[src/rtl/mux_scan.sv]
// mux_scan: N-channel W-bit registered mux with manual select and auto-scan.
// Ports: i_clk, i_rst_n (async low), i_data (packed channels), i_sel,
//   i_mode (0 manual / 1 scan), i_hold (scan freeze), i_mask (MUX_MASK_EN only),
//   o_data, o_ch, o_switch (one-cycle pulse on o_ch change). Macro: MUX_MASK_EN.
module mux_scan #(
  parameter  int N_CH  = 4,
  parameter  int W     = 8,
  parameter  int DWELL = 1000,
  localparam int SEL_W = $clog2(N_CH)
) (
  input  logic              i_clk,
  input  logic              i_rst_n,
  input  logic [N_CH*W-1:0] i_data,
  input  logic [SEL_W-1:0]  i_sel,
  input  logic              i_mode,
  input  logic              i_hold,
`ifdef MUX_MASK_EN
  input  logic [N_CH-1:0]   i_mask,
`endif
  output logic [W-1:0]      o_data,
  output logic [SEL_W-1:0]  o_ch,
  output logic              o_switch
);

  localparam int CW = (DWELL > 1) ? $clog2(DWELL) : 1;
  localparam logic [CW-1:0] CMAX = CW'(DWELL - 1);
  localparam logic [SEL_W:0] NCH = (SEL_W + 1)'(N_CH);

  typedef enum logic {MANUAL, SCAN} state_t;

  state_t           state;
  logic [CW-1:0]    cnt;
  logic [CW-1:0]    cnt_next;
  logic [SEL_W-1:0] ch_next;
  logic [SEL_W-1:0] ch_step;
  logic [N_CH-1:0]  en;
  logic             sel_ok;
  logic             found;
  int               idx;
  logic [W-1:0]     chans [N_CH];

`ifdef MUX_MASK_EN
  assign en = i_mask;
`else
  assign en = '1;
`endif

  for (genvar k = 0; k < N_CH; k++) begin : g_ch
    assign chans[k] = i_data[k*W +: W];
  end

  assign sel_ok = {1'b0, i_sel} < NCH;

  // Next enabled channel after o_ch, ascending with wrap.
  // Nothing else enabled leaves the channel where it is.
  always_comb begin
    ch_step = o_ch;
    found   = 1'b0;
    idx     = 0;
    for (int k = 1; k < N_CH; k++) begin
      idx = int'(o_ch) + k;
      if (idx >= N_CH) idx = idx - N_CH;
      if (!found && en[idx[SEL_W-1:0]]) begin
        ch_step = idx[SEL_W-1:0];
        found   = 1'b1;
      end
    end
  end

  // Entering scan keeps the channel and restarts the dwell count.
  always_comb begin
    ch_next  = o_ch;
    cnt_next = '0;
    if (!i_mode) begin
      if (sel_ok) ch_next = i_sel;
    end else if (state == SCAN) begin
      cnt_next = cnt;
      if (!i_hold) begin
        if (cnt == CMAX) begin
          cnt_next = '0;
          ch_next  = ch_step;
        end else begin
          cnt_next = cnt + 1'b1;
        end
      end
    end
  end

  always_ff @(posedge i_clk or negedge i_rst_n) begin
    if (!i_rst_n) begin
      state    <= MANUAL;
      cnt      <= '0;
      o_ch     <= '0;
      o_data   <= '0;
      o_switch <= 1'b0;
    end else begin
      state    <= i_mode ? SCAN : MANUAL;
      cnt      <= cnt_next;
      o_ch     <= ch_next;
      o_data   <= chans[ch_next];
      o_switch <= (ch_next != o_ch);
    end
  end

endmodule
[config.mk]
export PLATFORM = sky130hd
export DESIGN_NAME = mux_scan
export DESIGN_NICKNAME = d
export VERILOG_FILES = /design/src/rtl/mux_scan.sv
export SDC_FILE = /design/constraint.sdc
export NUM_CORES = 1
export LEC_CHECK = 0
export CAP_MARGIN = 15
export CORE_UTILIZATION = 45
export DETAILED_ROUTE_END_ITERATION = 12
export HOLD_SLACK_MARGIN = 0.05
export PLACE_DENSITY = 0.83
export SLEW_MARGIN = 20
export SYNTH_ARGS = -nofsm -noshare
export SYNTH_HDL_FRONTEND = slang
export SYNTH_SLANG_ARGS = --single-unit
export TNS_END_PERCENT = 5
[constraint.sdc]
create_clock -name i_clk -period 4.5 [get_ports i_clk]
set_input_delay 0.45 -clock i_clk [delete_from_list [all_inputs] [get_ports i_clk]]
set_output_delay 0.45 -clock i_clk [all_outputs]
set_load 0.005 [all_outputs]
==> flow_summary.rst, run 1 <==
.. list-table::
   :header-rows: 1

   * - Metric
     - Value
   * - Run status
     - complete, no violations
   * - Io pins
     - 49
   * - Cell types with the largest area share after synthesis
     - sky130_fd_sc_hd__dfrtp_1, sky130_fd_sc_hd__nand2_1, sky130_fd_sc_hd__a32oi_1
   * - Power, Total
     - between 400 and 500 uW
   * - Crit path arrival time
     - 2.38 ns
   * - Routability congestion estimate from global placement
     - 0.747
   * - Largest stage delay on the critical path
     - 0.43 ns
   * - Clock transition at path regs
     - 0.12 ns
   * - Post-layout minimum cycle time
     - about 2.2 ns
   * - LEAKAGE
     - 0.712 nW
   * - Global Route Usage Sum
     - 0.210
   * - Maximum fanout encountered on the critical timing path
     - 17
   * - Share of flip-flops with an asynchronous set or reset after synthesis
     - 1.00
   * - Number of enable-type register cells in the synthesized netlist
     - 0
   * - Antenna Nets Post-Route
     - 0
   * - Critical path cell sequence
     - ha_1, and3_1, nand4_2, xnor2_2, o21ai_4, inv_4, a21oi_1, a32oi_1
   * - Global-route wire length before repair
     - roughly 4300 um
   * - HP Class
     - in2async
   * - Proportion of netlist area held by the largest area contributor
     - 0.450
   * - Peak ir drop on the vdd network
     - approximately 0.20 mV
   * - Final Slew Violations
     - 0
   * - Power per unit of standard cell area
     - 253 mW/mm^2
   * - Initial Utilization
     - 0.485
   * - Endpoints failing hold
     - 0
   * - Final setup violation count
     - 0
   * - Post-placement setup slack
     - 2.09 ns
   * - Number of placement rows
     - 18
   * - Core outline area
     - approximately 0.0025 sq mm
   * - Final Hold Slack
     - 0.0824 ns
   * - Number of detailed-routing iterations run before antenna repair
     - 4
   * - Worst Tran Pin Value
     - between 0.4 and 0.5 ns
   * - Worst Skew
     - 0.00713 ns
   * - Number of synthesis warnings
     - 0
   * - Req. time, crit path
     - approximately 4.7 ns
   * - Tcrit/Tclk final
     - 0.491
   * - Initial antenna violation count
     - 0
   * - Slew margin rel.
     - 0.681
   * - Routed wire length
     - 2750 um
   * - Avg WL per Cell
     - 13.2 um
   * - Die X-Extent
     - between 50 and 60 um
   * - Share of final-layout standard cells stronger than drive strength 1
     - 0.0787
   * - Post-Syn Area
     - 0.00122 sq mm
   * - Crit Path Class
     - reg2reg
   * - Height of the die
     - 54.1 um
   * - Largest area contributor in the netlist
     - sky130_fd_sc_hd__dfrtp_1
   * - Pin count of the biggest net entering global routing
     - 23
   * - Count of antenna diodes in the layout
     - 0
   * - Remaining design rule violation count
     - 0
   * - Most used flip-flop cell after synthesis
     - sky130_fd_sc_hd__dfrtp_1
   * - Clock latency on the worst-skew pair
     - 0.30 ns
   * - Max stage delay cell, worst path
     - sky130_fd_sc_hd__dfrtp_1
   * - Leftover overflow at the end of global routing
     - 0
   * - Post-layout worst setup margin
     - 2.29 ns
   * - Post-route setup TNS
     - 0 ns
   * - Number of buffers on the longest clock path
     - 2
   * - Post-cts hold buffer count
     - 0
   * - Clock root buffer master
     - sky130_fd_sc_hd__clkbuf_4
   * - Post-synthesis cell count
     - around 130
   * - Maximum frequency from static timing analysis
     - 453 MHz
   * - Layout overhead on the synthesized area
     - 40.5%
   * - Max cap viols
     - 0
   * - Level count of the clock H-tree
     - 1
   * - Via Count
     - 1132
   * - Nets
     - ~220
   * - Via count of the first global-routing pass
     - 1055
   * - Standard cell area after detailed placement
     - 0.00169 sq mm
   * - Number of vias per cell after detailed routing
     - about 5.4
   * - Kind of capture point of the worst setup path
     - register
   * - Total nets after synthesis
     - 171
   * - Nature of the critical path startpoint
     - register
   * - Number of DRC markers after the initial detailed-route iteration
     - 14
   * - Post-synthesis sequential element count
     - 22
   * - Final non-filler cell area
     - about 0.0017 sq mm
   * - Cts repair resizes
     - 0
   * - TritonCTS clock tree
     - done
   * - Post-detail-place hpwl
     - 2100 um
   * - Library cells used by synthesis
     - 34
   * - Post-CTS setup buffer count
     - 0
   * - Number of buffers inserted during clock tree synthesis
     - 3
   * - Die area
     - ~0.003 sq mm
   * - Avg Cell Area, Syn
     - 9.26 sq um
   * - Clk sink count
     - 22
   * - Part of the Yosys area used for sequential elements
     - 0.450
   * - Setup repair after global routing missed its margin
     - false
   * - Port Buffers
     - 48
## final timing paths
| kind | from | end | slack [ns] | depth (start not counted) |
|---|---|---|---|---|
| max | cnt[0]$_DFFE_PN0P_ | o_data[0]$_DFF_PN0_ | 2.29 | 8 |
| min | i_rst_n | cnt[7]$_DFFE_PN0P_ | 0.08 | 1 |
| max reg2reg | cnt[0]$_DFFE_PN0P_ | o_data[0]$_DFF_PN0_ | 2.29 | 8 |
| min reg2reg | cnt[7]$_DFFE_PN0P_ | cnt[7]$_DFFE_PN0P_ | 0.51 | 1 |
| max in group asynchronous | i_rst_n | state$_DFF_PN0_ | 4.08 | 1 |
| min in group i_clk | cnt[7]$_DFFE_PN0P_ | cnt[7]$_DFFE_PN0P_ | 0.51 | 1 |
## sequential cells by signal (all words and copies together), names as in the netlist
signal    cells
o_switch      1
cnt          10
state         1
o_ch          2
o_data        8
## through the flow
step,std cells,utilization
after floorplan,132,-
after global placement,204,0.669
after detailed placement,204,0.669
after CTS,208,0.683
after global routing,208,0.681
final,208,0.681
## cell usage after synthesis, types with 2 or more instances
master,number
sky130_fd_sc_hd__o21ai_0,12
sky130_fd_sc_hd__a32oi_1,8
sky130_fd_sc_hd__inv_1,2
sky130_fd_sc_hd__dfrtp_1,22
sky130_fd_sc_hd__o31ai_1,2
sky130_fd_sc_hd__nor2_1,6
sky130_fd_sc_hd__nor2b_1,3
sky130_fd_sc_hd__nand4_2,2
sky130_fd_sc_hd__xor2_1,5
sky130_fd_sc_hd__a21oi_1,8
sky130_fd_sc_hd__nand3_1,6
sky130_fd_sc_hd__buf_6,2
sky130_fd_sc_hd__and3_1,2
sky130_fd_sc_hd__nand2_1,32
## layout make-up
type / count / area [sq um]
flip-flops and latches: 22 / 551
fillers: 192 / 805
well taps: 30 / 37.5
clock buffers: 4 / 36.3
inverters: 3 / 13.8
repair buffers: 48 / 475
multi-input cells: 101 / 604
## cell families after synthesis
| kind of cell | count (synthesis) | synth area share |
|---|---|---|
| simple gates | 59 | 0.235 |
| xor+xnor | 7 | 0.0563 |
| flops | 22 | 0.450 |
| buf+inv | 9 | 0.0553 |
| fa+ha+maj | 1 | 0.0102 |
| compound gates | 34 | 0.192 |
## metal layers
metal / vias to the layer above / global-route usage / wire [um]
met2: 34 / 0.386 / 1410
met4: 0 / 0.0897 / 23
met1: 541 / 0.216 / 1160
met3: 2 / 0.0650 / 154
li1: 555 / - / -
met5: - / 0 / 0
## cell usage in the layout, fill, tap and decap left out
cell and n:
sky130_fd_sc_hd__a21oi_2 1, sky130_fd_sc_hd__buf_2 1, sky130_fd_sc_hd__o21ai_4 1, sky130_fd_sc_hd__nand2b_1 1, sky130_fd_sc_hd__a21oi_4 1, sky130_fd_sc_hd__xnor2_1 1
sky130_fd_sc_hd__inv_4 1, sky130_fd_sc_hd__and3b_1 1, sky130_fd_sc_hd__o31ai_1 2, sky130_fd_sc_hd__and3_1 2, sky130_fd_sc_hd__a21oi_1 8, sky130_fd_sc_hd__inv_1 2
sky130_fd_sc_hd__clkdlybuf4s50_1 47, sky130_fd_sc_hd__nand4_2 2, sky130_fd_sc_hd__a32oi_1 8, sky130_fd_sc_hd__xnor2_2 1, sky130_fd_sc_hd__o41ai_1 1, sky130_fd_sc_hd__and2_1 1
sky130_fd_sc_hd__clkbuf_8 1, sky130_fd_sc_hd__nor2_1 6, sky130_fd_sc_hd__nand3_1 6, sky130_fd_sc_hd__and4bb_1 1, sky130_fd_sc_hd__or2_2 1, sky130_fd_sc_hd__dfrtp_1 22
sky130_fd_sc_hd__o21ai_0 12, sky130_fd_sc_hd__ha_1 1, sky130_fd_sc_hd__nor2b_1 3, sky130_fd_sc_hd__xor2_1 5, sky130_fd_sc_hd__clkbuf_4 3, sky130_fd_sc_hd__nand2_1 32
sky130_fd_sc_hd__nand4_1 1, sky130_fd_sc_hd__and3_2 1, sky130_fd_sc_hd__nor3_1 1
## power breakdown
part	internal, mW	switching [mW]
Clock	0.0494	0.0574
Combinational	0.0658	0.0436
Sequential	0.212	0.00658
Total	0.327	0.108
## worst max-delay path, delay by kind of cell (launching register included)
kind | cells | cell delay, ns
AOI/OAI and AO/OA | 3 | 0.66
xor gates and xnor gates | 1 | 0.17
adders and majority gates | 1 | 0.23
buffers and inverters | 1 | 0.16
DFF | 1 | 0.43
and+or+nand+nor | 2 | 0.42
Note: power is estimated with default switching activity, not from simulation.
==> run 2, diff against run 1 <==
--- a/config.mk
+++ b/config.mk
@@ -6,10 +6,10 @@
 export NUM_CORES = 1
 export LEC_CHECK = 0
 export CAP_MARGIN = 15
-export CORE_UTILIZATION = 45
+export CORE_UTILIZATION = 38
 export DETAILED_ROUTE_END_ITERATION = 12
 export HOLD_SLACK_MARGIN = 0.05
-export PLACE_DENSITY = 0.83
+export PLACE_DENSITY = 0.75
 export SLEW_MARGIN = 20
 export SYNTH_ARGS = -nofsm -noshare
 export SYNTH_HDL_FRONTEND = slang
==> constraint.sdc (replaced) <==
create_clock -name i_clk -period 1.89 [get_ports i_clk]
set_input_delay 0.189 -clock i_clk [delete_from_list [all_inputs] [get_ports i_clk]]
set_output_delay 0.189 -clock i_clk [all_outputs]
set_load 0.005 [all_outputs]
==> flow_summary.rst, run 2 (same netlist as run 1, synthesis figures left out) <==
.. list-table::
   :header-rows: 1

   * - Metric
     - Value
   * - Crit path arrival time
     - between 2 and 2.5 ns
   * - Max cap viols
     - 0
   * - Remaining design rule violation count
     - 0
   * - Launch point of the critical path
     - cnt[4]$_DFFE_PN0P_
   * - Maximum fanout encountered on the critical timing path
     - 7
   * - Die X-Extent
     - roughly 59 um
   * - Via count of the first global-routing pass
     - ~1.1k
   * - Number of buffers on the longest clock path
     - 2
   * - Slew margin rel.
     - 0.770
   * - Reg-to-reg critical path startpoint
     - cnt[4]$_DFFE_PN0P_
   * - Post-placement setup slack
     - -0.0454 ns
   * - Crit Path Class
     - reg2reg
   * - Die area
     - 0.00345 sq mm
   * - Fillers
     - 251
   * - Io pins
     - 49
   * - Post-cts hold buffer count
     - 0
   * - Largest register by flop count
     - cnt
   * - Power per unit of standard cell area
     - 546 mW/mm^2
   * - Max stage delay cell, worst path
     - sky130_fd_sc_hd__dfrtp_1
   * - Post-route setup TNS
     - -0.0305 ns
   * - Number of buffers inserted during clock tree synthesis
     - 3
   * - Global Route Usage Sum
     - 0.179
   * - Clock root buffer master
     - sky130_fd_sc_hd__clkbuf_4
   * - Level count of the clock H-tree
     - 1
   * - Largest stage delay on the critical path
     - just under 0.4 ns
   * - HP Class
     - in2async
   * - Most frequent standard cell in the layout excluding fill and tap cells
     - sky130_fd_sc_hd__clkdlybuf4s50_1
   * - Initial Utilization
     - 0.400
   * - Post-layout worst setup margin
     - -0.0257 ns
   * - Clock transition at path regs
     - approximately 0.13 ns
   * - Clock latency on the worst-skew pair
     - 0.31 ns
   * - Count of antenna diodes in the layout
     - 0
   * - LEAKAGE
     - 0.803 nW
   * - Share of final-layout standard cells stronger than drive strength 1
     - 0.193
   * - Global-route wire length before repair
     - 4570 um
   * - Nature of the critical path startpoint
     - register
   * - Violations in the final reports
     - negative setup slack
   * - Final setup violation count
     - 2
   * - Worst Tran Pin Value
     - 0.345 ns
   * - Maximum frequency from static timing analysis
     - 522 MHz
   * - Final Hold Slack
     - 0.220 ns
   * - Kind of capture point of the worst setup path
     - register
   * - Via Count
     - 1178
   * - Run status
     - complete, but fails checks
   * - Total area of multi-input combinational cells
     - 651 sq um
   * - Req. time, crit path
     - 2.12 ns
   * - Nets
     - between 200 and 250
   * - Antenna Nets Post-Route
     - 0
   * - Setup repair after global routing missed its margin
     - true
   * - Largest registers in the final layout
     - cnt x10, o_data x8, o_ch x2
   * - Avg WL per Cell
     - 12.8 um
   * - Clk sink count
     - 22
   * - Highest-count cells in the layout ignoring fill and taps
     - sky130_fd_sc_hd__clkdlybuf4s50_1, sky130_fd_sc_hd__nand2_1, sky130_fd_sc_hd__dfrtp_1
   * - Tcrit/Tclk final
     - 1.01
   * - Routed wire length
     - roughly 3000 um
   * - Post-detail-place hpwl
     - 2190 um
   * - Standard cell area after detailed placement
     - 0.00182 sq mm
   * - TritonCTS clock tree
     - done
   * - Endpoints failing hold
     - 0
   * - Power, Total
     - 1.05 mW
   * - Number of placement rows
     - 20
   * - Peak ir drop on the vdd network
     - ~0.25 mV
   * - Number of detailed-routing iterations run before antenna repair
     - 4
   * - Number of DRC markers after the initial detailed-route iteration
     - 37
   * - Finished Layout Cells
     - ~240
   * - Worst Skew
     - about 0.006 ns
   * - Critical path cell sequence
     - and4bb_1, nand4_4, xnor2_2, o21ai_4, clkbuf_16, nand2_1, a32oi_1
   * - Core outline area
     - around 0.0031 sq mm
   * - Port Buffers
     - 48
   * - Initial antenna violation count
     - 0
   * - Number of flip-flops under the largest register name
     - 10
   * - Post-layout minimum cycle time
     - around 1.9 ns
   * - Routability congestion estimate from global placement
     - 0.780
   * - Pin count of the biggest net entering global routing
     - 23
   * - Final non-filler cell area
     - 0.00193 sq mm
   * - Layout overhead on the synthesized area
     - 57.9%
   * - Height of the die
     - around 59 um
   * - Layout Utilization
     - 0.632
   * - Cell total after placement
     - 230
   * - Combined flip-flop and latch cell area
     - 551 sq um
   * - Leftover overflow at the end of global routing
     - 0
   * - Number of vias per cell after detailed routing
     - 4.99
   * - Final Slew Violations
     - 0
-- run 2: final timing paths --
| check | to | slack, ns | depth (start not counted) |
|---|---|---|---|
| worst max-delay path | o_data[3]$_DFF_PN0_ | -0.03 | 7 |
| worst min-delay path | o_data[0]$_DFF_PN0_ | 0.22 | 2 |
| worst max register to register | o_data[3]$_DFF_PN0_ | -0.03 | 7 |
| worst min register to register | cnt[7]$_DFFE_PN0P_ | 0.51 | 1 |
| max in group asynchronous | o_data[5]$_DFF_PN0_ | 1.45 | 2 |
| min in group i_clk | o_data[1]$_DFF_PN0_ | 0.40 | 3 |
-- run 2: per-layer routing --
layer  GRT usage  share of wire
met3      0.0440          0.062
met4      0.0782         0.0086
met2       0.328           0.53
met5           0              0
met1       0.194           0.40
-- run 2: cell type report --
type / count / share of cell area
well taps: 44 / 0.0285
inverters: 3 / 0.00843
clock buffers: 3 / 0.0117
repair buffers: 63 / 0.329
multi-input cells: 101 / 0.337
flip-flops and latches: 22 / 0.285
-- run 2: timing repair --
item                                    CTS  global route
endpoints found under the setup margin    1             8
resized for setup                         1            12
buffers inserted                          0             2
cloned                                    0             1
pin swaps                                 0             7
-- run 2: report_power, final --
group	internal, mW	switching (mW)
combinational	0.195	0.122
sequential	0.504	0.0159
clock	0.0744	0.144
total	0.773	0.281
-- run 2: worst max-delay path, delay by kind of cell (launching register included) --
kind / cells / cell delay (ns)
AND/OR/NAND/NOR: 3 / 0.59
AO/OA/AOI/OAI: 2 / 0.45
flip-flops: 1 / 0.39
buffers and inverters: 1 / 0.22
XOR/XNOR: 1 / 0.19
==> run 3, diff against run 2 <==
--- a/config.mk
+++ b/config.mk
@@ -7,6 +7,7 @@
 export LEC_CHECK = 0
 export CAP_MARGIN = 15
 export CORE_UTILIZATION = 38
+export CTS_CLUSTER_SIZE = 16
 export DETAILED_ROUTE_END_ITERATION = 12
 export HOLD_SLACK_MARGIN = 0.05
 export PLACE_DENSITY = 0.75
@@ -14,4 +15,4 @@
 export SYNTH_ARGS = -nofsm -noshare
 export SYNTH_HDL_FRONTEND = slang
 export SYNTH_SLANG_ARGS = --single-unit
-export TNS_END_PERCENT = 5
+export TNS_END_PERCENT = 50
==> flow_summary.rst, run 3 (same netlist as run 1, synthesis figures left out) <==
.. list-table::
   :header-rows: 1

   * - Metric
     - Value
   * - Count of antenna diodes in the layout
     - 0
   * - Level count of the clock H-tree
     - 1
   * - Power, Total
     - 1.05 mW
   * - Peak ir drop on the vdd network
     - 0.252 mV
   * - Initial Utilization
     - 0.400
   * - Req. time, crit path
     - 2.12 ns
   * - Nets
     - approximately 230
   * - Violations in the final reports
     - negative setup slack
   * - Largest registers in the final layout
     - cnt x10, o_data x8, o_ch x2
   * - Pin count of the biggest net entering global routing
     - 23
   * - Int Pwr
     - a little under 800 uW
   * - Kind of capture point of the worst setup path
     - register
   * - Post-detail-place hpwl
     - between 2000 and 2500 um
   * - Clock latency on the worst-skew pair
     - 0.30 ns
   * - Crit path arrival time
     - 2.14 ns
   * - Clock root buffer master
     - sky130_fd_sc_hd__clkbuf_4
   * - Initial antenna violation count
     - 0
   * - Post-cts hold buffer count
     - 0
   * - Cell total after placement
     - 230
   * - Highest-count cells in the layout ignoring fill and taps
     - sky130_fd_sc_hd__clkdlybuf4s50_1, sky130_fd_sc_hd__nand2_1, sky130_fd_sc_hd__dfrtp_1
   * - Number of buffers on the longest clock path
     - 2
   * - HP Class
     - in2async
   * - LEAKAGE
     - about 0.8 nW
   * - Number of detailed-routing iterations run before antenna repair
     - 4
   * - TritonCTS clock tree
     - done
   * - Slew margin rel.
     - 0.772
   * - Share of final-layout standard cells stronger than drive strength 1
     - 0.193
   * - Number of placement rows
     - 20
   * - Proportion of power drawn by combinational gates
     - 0.301
   * - Leftover overflow at the end of global routing
     - 0
   * - Final Slew Violations
     - 0
   * - Antenna Nets Post-Route
     - 0
   * - Number of DRC markers after the initial detailed-route iteration
     - 34
   * - Part of the total power dissipated in the clock network
     - 0.205
   * - Maximum fanout encountered on the critical timing path
     - 7
   * - Global-route wire length before repair
     - roughly 4600 um
   * - Final setup violation count
     - 2
   * - Io pins
     - 49
   * - Layout Utilization
     - 0.632
   * - Global Route Usage Sum
     - 0.179
   * - Register share of total power
     - 0.494
   * - Via Count
     - 1189
   * - Worst Tran Pin Value
     - 0.342 ns
   * - Routed wire length
     - just over 3000 um
   * - Nature of the critical path startpoint
     - register
   * - Via count of the first global-routing pass
     - 1076
   * - Height of the die
     - 58.7 um
   * - Finished Layout Cells
     - ~240
   * - Run status
     - complete, but fails checks
   * - Max cap viols
     - 0
   * - Number of flip-flops under the largest register name
     - 10
   * - P_sw
     - approximately 280 uW
   * - Port Buffers
     - 48
   * - Power per unit of standard cell area
     - 545 mW/mm^2
   * - Post-placement setup slack
     - -0.0454 ns
   * - Remaining design rule violation count
     - 0
   * - Core outline area
     - around 0.0031 sq mm
   * - Layout overhead on the synthesized area
     - 57.9%
   * - Number of vias per cell after detailed routing
     - 5.04
   * - Die X-Extent
     - ~60 um
   * - Clock transition at path regs
     - 0.12 ns
   * - Number of buffers inserted during clock tree synthesis
     - 3
   * - Crit Path Class
     - reg2reg
   * - Sw Share
     - 0.265
   * - Setup repair after global routing missed its margin
     - true
   * - Die area
     - ~0.0034 sq mm
   * - Clk sink count
     - 22
   * - Tcrit/Tclk final
     - 1.01
   * - Avg WL per Cell
     - ~13 um
   * - Endpoints failing hold
     - 0
   * - Routability congestion estimate from global placement
     - between 0.7 and 0.8
   * - Most frequent standard cell in the layout excluding fill and tap cells
     - sky130_fd_sc_hd__clkdlybuf4s50_1
   * - Maximum frequency from static timing analysis
     - 522 MHz
   * - Worst Skew
     - about 0.0039 ns
   * - Post-layout minimum cycle time
     - 1.91 ns
   * - Post-layout worst setup margin
     - -0.0244 ns
   * - Largest register by flop count
     - cnt
[run 3: cell counts in the layout (fill, tap and decap cells not counted)]
No cell type changed its count.
[run 3: final cells by class]
class	count	area (sq um)
Clock buffer	3	22.5
Fill cell	251	1120
Inverter	3	16.3
Multi-Input combinational cell	101	651
Sequential cell	22	551
Tap cell	44	55.1
Timing Repair Buffer	63	636
[run 3: metal layers]
metal / track usage / part of all wire
met5: 0 / 0
met2: 0.328 / 0.53
met3: 0.0440 / 0.065
met4: 0.0782 / 0.0086
met1: 0.194 / 0.40
[run 3: critical path, stage by stage, from the launching register on]
cell,delay (ns)
sky130_fd_sc_hd__dfrtp_1,0.39
sky130_fd_sc_hd__and4bb_1,0.39
sky130_fd_sc_hd__nand4_4,0.14
sky130_fd_sc_hd__xnor2_2,0.19
sky130_fd_sc_hd__o21ai_4,0.30
sky130_fd_sc_hd__clkbuf_16,0.22
sky130_fd_sc_hd__nand2_1,0.06
sky130_fd_sc_hd__a32oi_1,0.15
[run 3: worst paths after layout]
path / startpoint / end / slack (ns) / cells after the start
worst max register to register: cnt[4]$_DFFE_PN0P_ / o_data[3]$_DFF_PN0_ / -0.02 / 7
min in group i_clk: i_mode / state$_DFF_PN0_ / 0.41 / 1
worst min register to register: cnt[7]$_DFFE_PN0P_ / cnt[7]$_DFFE_PN0P_ / 0.51 / 1
worst max-delay path: cnt[4]$_DFFE_PN0P_ / o_data[3]$_DFF_PN0_ / -0.02 / 7
max in group asynchronous: i_rst_n / o_data[5]$_DFF_PN0_ / 1.44 / 2
worst min-delay path: i_rst_n / cnt[8]$_DFFE_PN0P_ / 0.22 / 2
[run 3: power groups by stage]
stage | logic [mW] | clock network, mW | registers, mW
after global routing | 0.343 | 0.244 | 0.523
final | 0.317 | 0.215 | 0.519
after floorplan | 0.108 | 0 | 0.531
after detailed placement | 0.294 | 0 | 0.528
after CTS | 0.296 | 0.225 | 0.520
after global placement | 0.288 | 0 | 0.528
[run 3: repair_timing]
action	4_1_cts	5_1_grt
buffers inserted	0	2
resized for setup	1	12
pin swaps	0	7
endpoints found under the setup margin	1	8
gates cloned	0	1
[run 3: through the flow]
stage,hold slack [ns],setup TNS (ns),cell area (sq um)
CTS,0.232,0,1840
detailed placement,0.500,-0.173,1820
global route,0.232,-0.841,1930
finish,0.223,-0.0289,1930
floorplan,-0.107,0,1220
global placement,0.491,0,1820
